**src/rtl/alu_share_arbiter.sv**
```systemverilog
// Round-robin arbiter/sequencer sharing one 4-bit ALU among NREQ requesters.
// State | meaning: IDLE = no op in flight; EXEC = operands on ALU; RESP = response held for consumer.
module alu_share_arbiter #(
    parameter int NREQ = 4,
    parameter int IDW  = 2
) (
    input  logic              clk_i,
    input  logic              rst_n_i,
    input  logic [NREQ-1:0]   req_valid_i,
    output logic [NREQ-1:0]   req_ready_o,
    input  logic [3*NREQ-1:0] req_op_i,
    input  logic [4*NREQ-1:0] req_a_i,
    input  logic [4*NREQ-1:0] req_b_i,
    output logic [2:0]        alu_op_o,
    output logic [3:0]        alu_a_o,
    output logic [3:0]        alu_b_o,
    input  logic [3:0]        alu_c_i,
    input  logic              alu_carry_i,
    output logic              rsp_valid_o,
    input  logic              rsp_ready_i,
    output logic [IDW-1:0]    rsp_id_o,
    output logic [3:0]        rsp_c_o,
    output logic              rsp_carry_o,
    output logic              busy_o
);

    typedef enum logic [1:0] {S_IDLE, S_EXEC, S_RESP} state_t;

    state_t         state_q;
    logic [IDW-1:0] ptr_q;
    logic [IDW-1:0] id_q;
    logic [2:0]     alu_op_q;
    logic [3:0]     alu_a_q;
    logic [3:0]     alu_b_q;
    logic           rsp_valid_q;
    logic [IDW-1:0] rsp_id_q;
    logic [3:0]     rsp_c_q;
    logic           rsp_carry_q;

    logic           can_accept;
    logic           grant_vld;
    logic [IDW-1:0] grant_idx;
    logic [IDW:0]   cand_sum;
    logic [IDW-1:0] cand;
    logic [IDW-1:0] ptr_d;
    logic           grant_fire;
    logic [2:0]     sel_op;
    logic [3:0]     sel_a;
    logic [3:0]     sel_b;

    assign can_accept = (state_q == S_IDLE) || ((state_q == S_RESP) && rsp_ready_i);

    // First valid requester at or after ptr, wrapping modulo NREQ.
    always_comb begin
        grant_vld = 1'b0;
        grant_idx = '0;
        cand_sum  = '0;
        cand      = '0;
        for (int k = 0; k < NREQ; k++) begin
            cand_sum = {1'b0, ptr_q} + (IDW+1)'(k);
            if (cand_sum >= (IDW+1)'(NREQ)) begin
                cand_sum = cand_sum - (IDW+1)'(NREQ);
            end
            cand = cand_sum[IDW-1:0];
            if (!grant_vld && req_valid_i[cand]) begin
                grant_vld = 1'b1;
                grant_idx = cand;
            end
        end
    end

    always_comb begin
        sel_op = '0;
        sel_a  = '0;
        sel_b  = '0;
        for (int i = 0; i < NREQ; i++) begin
            if (grant_idx == IDW'(i)) begin
                sel_op = req_op_i[3*i +: 3];
                sel_a  = req_a_i[4*i +: 4];
                sel_b  = req_b_i[4*i +: 4];
            end
        end
    end

    assign ptr_d      = (grant_idx == IDW'(NREQ-1)) ? '0 : grant_idx + IDW'(1);
    assign grant_fire = can_accept && grant_vld;

    // Gated by rst_n so no grant is advertised while reset is held.
    assign req_ready_o = (rst_n_i && grant_fire) ? (NREQ'(1) << grant_idx) : '0;

    always_ff @(posedge clk_i or negedge rst_n_i) begin
        if (!rst_n_i) begin
            state_q     <= S_IDLE;
            ptr_q       <= '0;
            id_q        <= '0;
            alu_op_q    <= '0;
            alu_a_q     <= '0;
            alu_b_q     <= '0;
            rsp_valid_q <= 1'b0;
            rsp_id_q    <= '0;
            rsp_c_q     <= '0;
            rsp_carry_q <= 1'b0;
        end else begin
            if (grant_fire) begin
                alu_op_q <= sel_op;
                alu_a_q  <= sel_a;
                alu_b_q  <= sel_b;
                id_q     <= grant_idx;
                ptr_q    <= ptr_d;
            end
            case (state_q)
                S_IDLE: begin
                    if (grant_fire) state_q <= S_EXEC;
                end
                S_EXEC: begin
                    rsp_c_q     <= alu_c_i;
                    rsp_carry_q <= (alu_op_q[2:1] == 2'b00) ? alu_carry_i : 1'b0;
                    rsp_id_q    <= id_q;
                    rsp_valid_q <= 1'b1;
                    state_q     <= S_RESP;
                end
                S_RESP: begin
                    if (rsp_ready_i) begin
                        rsp_valid_q <= 1'b0;
                        state_q     <= grant_fire ? S_EXEC : S_IDLE;
                    end
                end
                default: state_q <= S_IDLE;
            endcase
        end
    end

    assign alu_op_o    = alu_op_q;
    assign alu_a_o     = alu_a_q;
    assign alu_b_o     = alu_b_q;
    assign rsp_valid_o = rsp_valid_q;
    assign rsp_id_o    = rsp_id_q;
    assign rsp_c_o     = rsp_c_q;
    assign rsp_carry_o = rsp_carry_q;
    assign busy_o      = (state_q != S_IDLE);

endmodule

```
**config.mk**
```make
export PLATFORM = sky130hd
export DESIGN_NAME = alu_share_arbiter
export DESIGN_NICKNAME = d
export VERILOG_FILES = /design/src/rtl/alu_share_arbiter.sv
export SDC_FILE = /design/constraint.sdc
export NUM_CORES = 1
export LEC_CHECK = 0
export CAP_MARGIN = 5
export CELL_PAD_IN_SITES_DETAIL_PLACEMENT = 0
export CELL_PAD_IN_SITES_GLOBAL_PLACEMENT = 1
export CORE_ASPECT_RATIO = 1.4
export CORE_UTILIZATION = 30
export DETAILED_ROUTE_END_ITERATION = 7
export HOLD_SLACK_MARGIN = 0.03
export PLACE_DENSITY_LB_ADDON = 0.2
export SLEW_MARGIN = 20
export SYNTH_ARGS = -nofsm -noshare
export SYNTH_HDL_FRONTEND = slang
export SYNTH_SLANG_ARGS = --single-unit
```
**constraint.sdc**
```tcl
create_clock -name clk_i -period 4.8 [get_ports clk_i]
set_clock_uncertainty 0.05 [all_clocks]
set_input_delay 0.72 -clock clk_i [delete_from_list [all_inputs] [get_ports clk_i]]
set_output_delay 0.72 -clock clk_i [all_outputs]
set_load 0.05 [all_outputs]
```
Word-level counts from Yosys, hierarchy flattened
Cells that the tools add are included.

word-level totals
  word-level logic and storage cells = 92
  output and inout bits = 24
  input port bits = 56
  bits in registers = 25

cells by class
  equal/unequal tests = 7
  magnitude comparators = 8
  mux-type cells = 41
  reduce and logical (&&, ||, !) cells = 17
  add/subtract/negate cells = 8
  shift operators = 1

operator list
  cell                                                                          number
  4-bit 2-to-1 mux                                                              9
  2-bit 2-to-1 mux                                                              11
  2-bit by 3-bit less-than comparator with 1-bit output, second input constant  4
  3-bit 2-to-1 mux                                                              4
  1-bit 2-to-1 mux                                                              11
  3-bit >= comparator, second input constant                                    3
  1-bit binary-select mux with 2-bit select                                     4
  2-bit by 1-bit subtractor with 2-bit output, second input constant            4
  2-bit by 2-bit adder with 3-bit output, second input constant                 2
  2-bit equality test, second input constant                                    3
  1-bit logical AND                                                             6
  2-bit zero test                                                               3
  2-bit case mux with 3 select lines                                            1
  2-bit by 1-bit equality test with 1-bit output, second input constant         2
  2-bit inequality test, second input constant                                  2
  2-bit AND reduction                                                           2
  2-bit nonzero test                                                            2
  1-bit by 2-bit left shift with 4-bit output, first input constant             1
  2-bit by 1-bit adder with 3-bit output, second input constant                 1
  2-bit by 3-bit >= comparator with 1-bit output, second input constant         1
  1-bit zero test                                                               3
  2-bit by 1-bit adder with 2-bit output, second input constant                 1
  1-bit case mux with 2 select lines                                            1
  1-bit logical OR                                                              1

Logic depth before layout (Yosys ltp)
  depth after elaboration = 19
  depth in mapped cells = 8
  gate-level depth less buffers = 7

Least setup slack after synthesis
OpenSTA, ideal clock, no wires.

  path type = input to output
  start point = input req_valid_i[2]
  end point = output req_ready_o[2]
  path slack = 1.730 ns
  required time = 4.030 ns
  data arrival time = 2.300 ns
  buffers on the path = 1
  stages = 6
  cell sequence = inv_1 o32ai_1 or2_2 ha_1 clkbuf_1 and3_1

on the way
  word-level cells in the longest chain between the ends = 15
  elaborated cells on any way between the ends = 26
  classes of those cells = 1 x shift; 17 x mux; 8 x reduce/logical

RTL lines
  element                                    RTL line  source
  start, declared                            9         input logic [NREQ-1:0] req_valid_i,
  1-bit binary-select mux with 2-bit select  65        if (!grant_vld && req_valid_i[cand]) begin
  1-bit 2-to-1 mux (implied by the code)     65
  1-bit 2-to-1 mux                           65
  1-bit zero test                            65
  1-bit logical AND                          65
  1-bit 2-to-1 mux                           65
  1-bit zero test                            65
  1-bit logical AND                          65
  1-bit 2-to-1 mux                           65
  1-bit zero test                            65
  1-bit logical AND                          65
  1-bit 2-to-1 mux                           65
  1-bit logical AND                          86        assign grant_fire = can_accept && grant_vld;
  1-bit logical AND                          89        assign req_ready_o = (rst_n_i && grant_fire) ? (NREQ'(1) << grant_idx) : '0;
  4-bit 2-to-1 mux *                         89
  end, declared                              10        output logic [NREQ-1:0] req_ready_o,

Every way passes the cells marked *; elsewhere a longest branch is shown, timed or not. The select of a mux whose other input is x is not followed.

Worst setup path in the final report
  start point = input req_valid_i[2]
  end point = output req_ready_o[0]

Same word-level chain as after synthesis.

==> flow_summary.json <==
{
  "cp_slowest_stage_delay_ns": 0.80,
  "cp-end-kind": "output port",
  "antenna_found_initial": 0,
  "wl_per_cell_um": 13.6,
  "die_area_um2": 5390,
  "place.gp.congestion": 0.747,
  "place_ws_ns": 0.784,
  "power.clock.fraction_pct": 7.6,
  "worstPathMaxFanout": 12,
  "hold_path.class": "register to register",
  "comb_power_share_pct": 67.6,
  "core_area_um2": 4880,
  "crit_family": "buffers and inverters",
  "synth_fp_nets": 228,
  "finalCritPeriodShare_pct": 84.3,
  "routed_via_density": 4.98,
  "hold_violations": 0,
  "grt_pass1_wl_um": 6670,
  "vias": 1534,
  "synthCells": 168,
  "start_util_pct": 31.3,
  "start_kind": "input pin",
  "worst_pin_slew_ns": 0.533,
  "synth-edff-count": 0,
  "first_global_vias": 1402,
  "synth.distinct_cells": 30,
  "drv_slew": 0,
  "routed_wl_um": 4190,
  "arrival_ns": 3.28,
  "ys_async_sr_fraction_pct": 100,
  "io_buffers": 79,
  "seq_area_frac_synth_pct": 40.9,
  "cts_hold_buf": 0,
  "cts_buffer_depth": 2,
  "swShare_pct": 49.3,
  "grtUsageTotal_pct": 15.4,
  "synth_seq_cells": 25,
  "fin_crit_ns": 4.05,
  "boundaryPins": 80,
  "htree_levels": 1,
  "fill_cells": 490,
  "clock_sinks": 25,
  "critPathKind": "input pin to output port",
  "dr.pass1.iters": 4,
  "fin_util_pct": 49.7,
  "cts_resized": 0,
  "drv_cap": 0,
  "crit_buf_inv": 4,
  "p_sw_mw": 0.779,
  "setup_tns_ns": 0,
  "pwr_density_cell_nw_per_um2": 651,
  "die_w_um": 62.3,
  "synthFlopType": "dfrtp_1",
  "netlist_area_um2": 1530,
  "drive_above_1_share_pct": 7.79,
  "layout_setup_ws_ns": 0.755,
  "cp_common_cell": "clkdlybuf4s50_1",
  "ys_warn_count": 0,
  "grt_overflow": 0,
  "synth.top_cell.area_share_pct": 40.9,
  "whs_ns": 0.432,
  "synth_most_common_cell": "dfrtp_1",
  "clkTransAtPathRegs_ns": 0.08,
  "ant_nets": 0,
  "avgSynthCellArea_um2": 9.10,
  "p_total_mw": 1.58,
  "area_growth_pct": 58.7,
  "postCtsSetupBuffers": 0,
  "rows": 30,
  "rsz0062_at_grt": "no",
  "leakage_nw": 0.989,
  "slowest_stage": "clkdlybuf4s50_1",
  "synth_top_cell_by_area": "dfrtp_1",
  "sequentialPowerShare_pct": 24.8,
  "p_int_mw": 0.800,
  "cts_tree": "done",
  "antenna_cells": 0,
  "outcome": "finished, final reports clean",
  "final_nets": 305,
  "worstPathCellList": "clkdlybuf4s50_1 -> inv_1 -> o32ai_1 -> or2_2 -> ha_1 -> buf_4 -> and3_1 -> clkdlybuf4s50_1",
  "synth_common_cells": "dfrtp_1 (25), a31oi_1 (23), inv_1 (16), nand2_1 (16), a21oi_1 (12)",
  "synth_area_leaders": "dfrtp_1 (41%), a31oi_1 (9.4%), a221o_1 (7.2%)",
  "worstPathRequired_ns": 4.03,
  "post-dp-hpwl_um": 3130,
  "max_freq_mhz": 247,
  "grt_max_degree": 30,
  "numCtsBuffers": 3,
  "drt_drc_violations_left": 0,
  "dr.first_iter.drc_count": 78,
  "peakVddDrop_uv": 237,
  "setup_viol_count_final": 0,
  "clkLatencyLatePin_ns": 0.26,
  "clock-root-buffer": "clkbuf_8",
  "max_slew_margin_pct": 64.4,
  "die_h_um": 86.5
}
path summary, 6_finish.rpt:
path / from / endpoint / slack (ns) / cells past startpoint
min in group asynchronous: rst_n_i / rsp_id_o[1]$_DFFE_PN0P_ / 0.79 / 2
hold reg to reg: state_q[1]$_DFFE_PN0P_ / rsp_valid_o$_DFFE_PN0P_ / 0.43 / 1
hold / removal: state_q[1]$_DFFE_PN0P_ / rsp_valid_o$_DFFE_PN0P_ / 0.43 / 1
setup reg to reg: ptr_q[1]$_DFFE_PN0N_ / alu_a_o[2]$_DFFE_PN0N_ / 2.46 / 7
setup / recovery: req_valid_i[2] / req_ready_o[0] / 0.75 / 8
max in group asynchronous: rst_n_i / id_q[1]$_DFFE_PN0N_ / 3.65 / 2
layer usage:
| layer | routed length [um] | up-vias | GRT usage, % |
|---|---|---|---|
| li1 | - | 771 | - |
| met1 | 1940 | 700 | 21.4 |
| met3 | 263 | 2 | 2.76 |
| met5 | 0 | - | 0 |
| met2 | 1960 | 61 | 24.7 |
| met4 | 24 | 0 | 3.81 |
area by class of cell:
cell class                      count  area, um2  share of cell area (%)
Timing Repair Buffer               85        836                    34.5
Inverter                           16       60.1                    2.48
Clock buffer                        4       45.0                    1.86
Sequential cell                    25        626                    25.8
Multi-Input combinational cell    114        779                    32.1
Tap cell                           64       80.1                    3.30
registers in the layout, indices dropped and copies added (netlist names):
| name | count |
|---|---|
| alu_a_o | 4 |
| alu_b_o | 4 |
| rsp_c_o | 4 |
| alu_op_o | 3 |
| id_q | 2 |
| ptr_q | 2 |
| rsp_id_o | 2 |
| state_q | 2 |
| rsp_carry_o | 1 |
| rsp_valid_o | 1 |
cell families after synthesis:
| kind of cell | count (synthesis) | share of synthesized area (%) |
|---|---|---|
| compound gates | 57 | 25.8 |
| simple gates | 47 | 17.6 |
| buf+inv | 29 | 8.10 |
| flops | 25 | 40.9 |
| mux | 6 | 4.34 |
| fa+ha+maj | 4 | 3.27 |
through the flow:
step                area [um2]  std cells
floorplan                 1530        168
global placement          2380        304
detailed placement        2380        304
CTS                       2430        308
global route              2430        308
finish                    2430        308
cells in the final DEF, fill, tap and decap left out, types with 2 or more instances in the layout:
cell type / Yosys / layout
ha_1: 4 / 4
buf_4: 0 / 6
clkdlybuf4s50_1: 0 / 79
mux2_2: 5 / 5
nand3b_1: 11 / 11
nand2b_1: 2 / 2
nor3_1: 2 / 2
o32ai_1: 2 / 2
o21ai_0: 4 / 4
nor2_1: 4 / 4
a21oi_1: 12 / 12
and3_1: 4 / 4
clkbuf_8: 0 / 3
a221o_1: 11 / 11
dfrtp_1: 25 / 25
a31oi_1: 23 / 23
inv_1: 16 / 16
or2_2: 2 / 2
nand2_1: 16 / 16
power by group through the flow:
stage	clock [mW]	sequential [mW]	combinational, mW
CTS	0.124	0.393	1.08
global route	0.133	0.405	1.14
detailed placement	0	0.397	1.07
floorplan	0	0.668	0.471
finish	0.120	0.392	1.07
global placement	0	0.394	1.07
No activity file was read; power rests on OpenSTA's default activity.
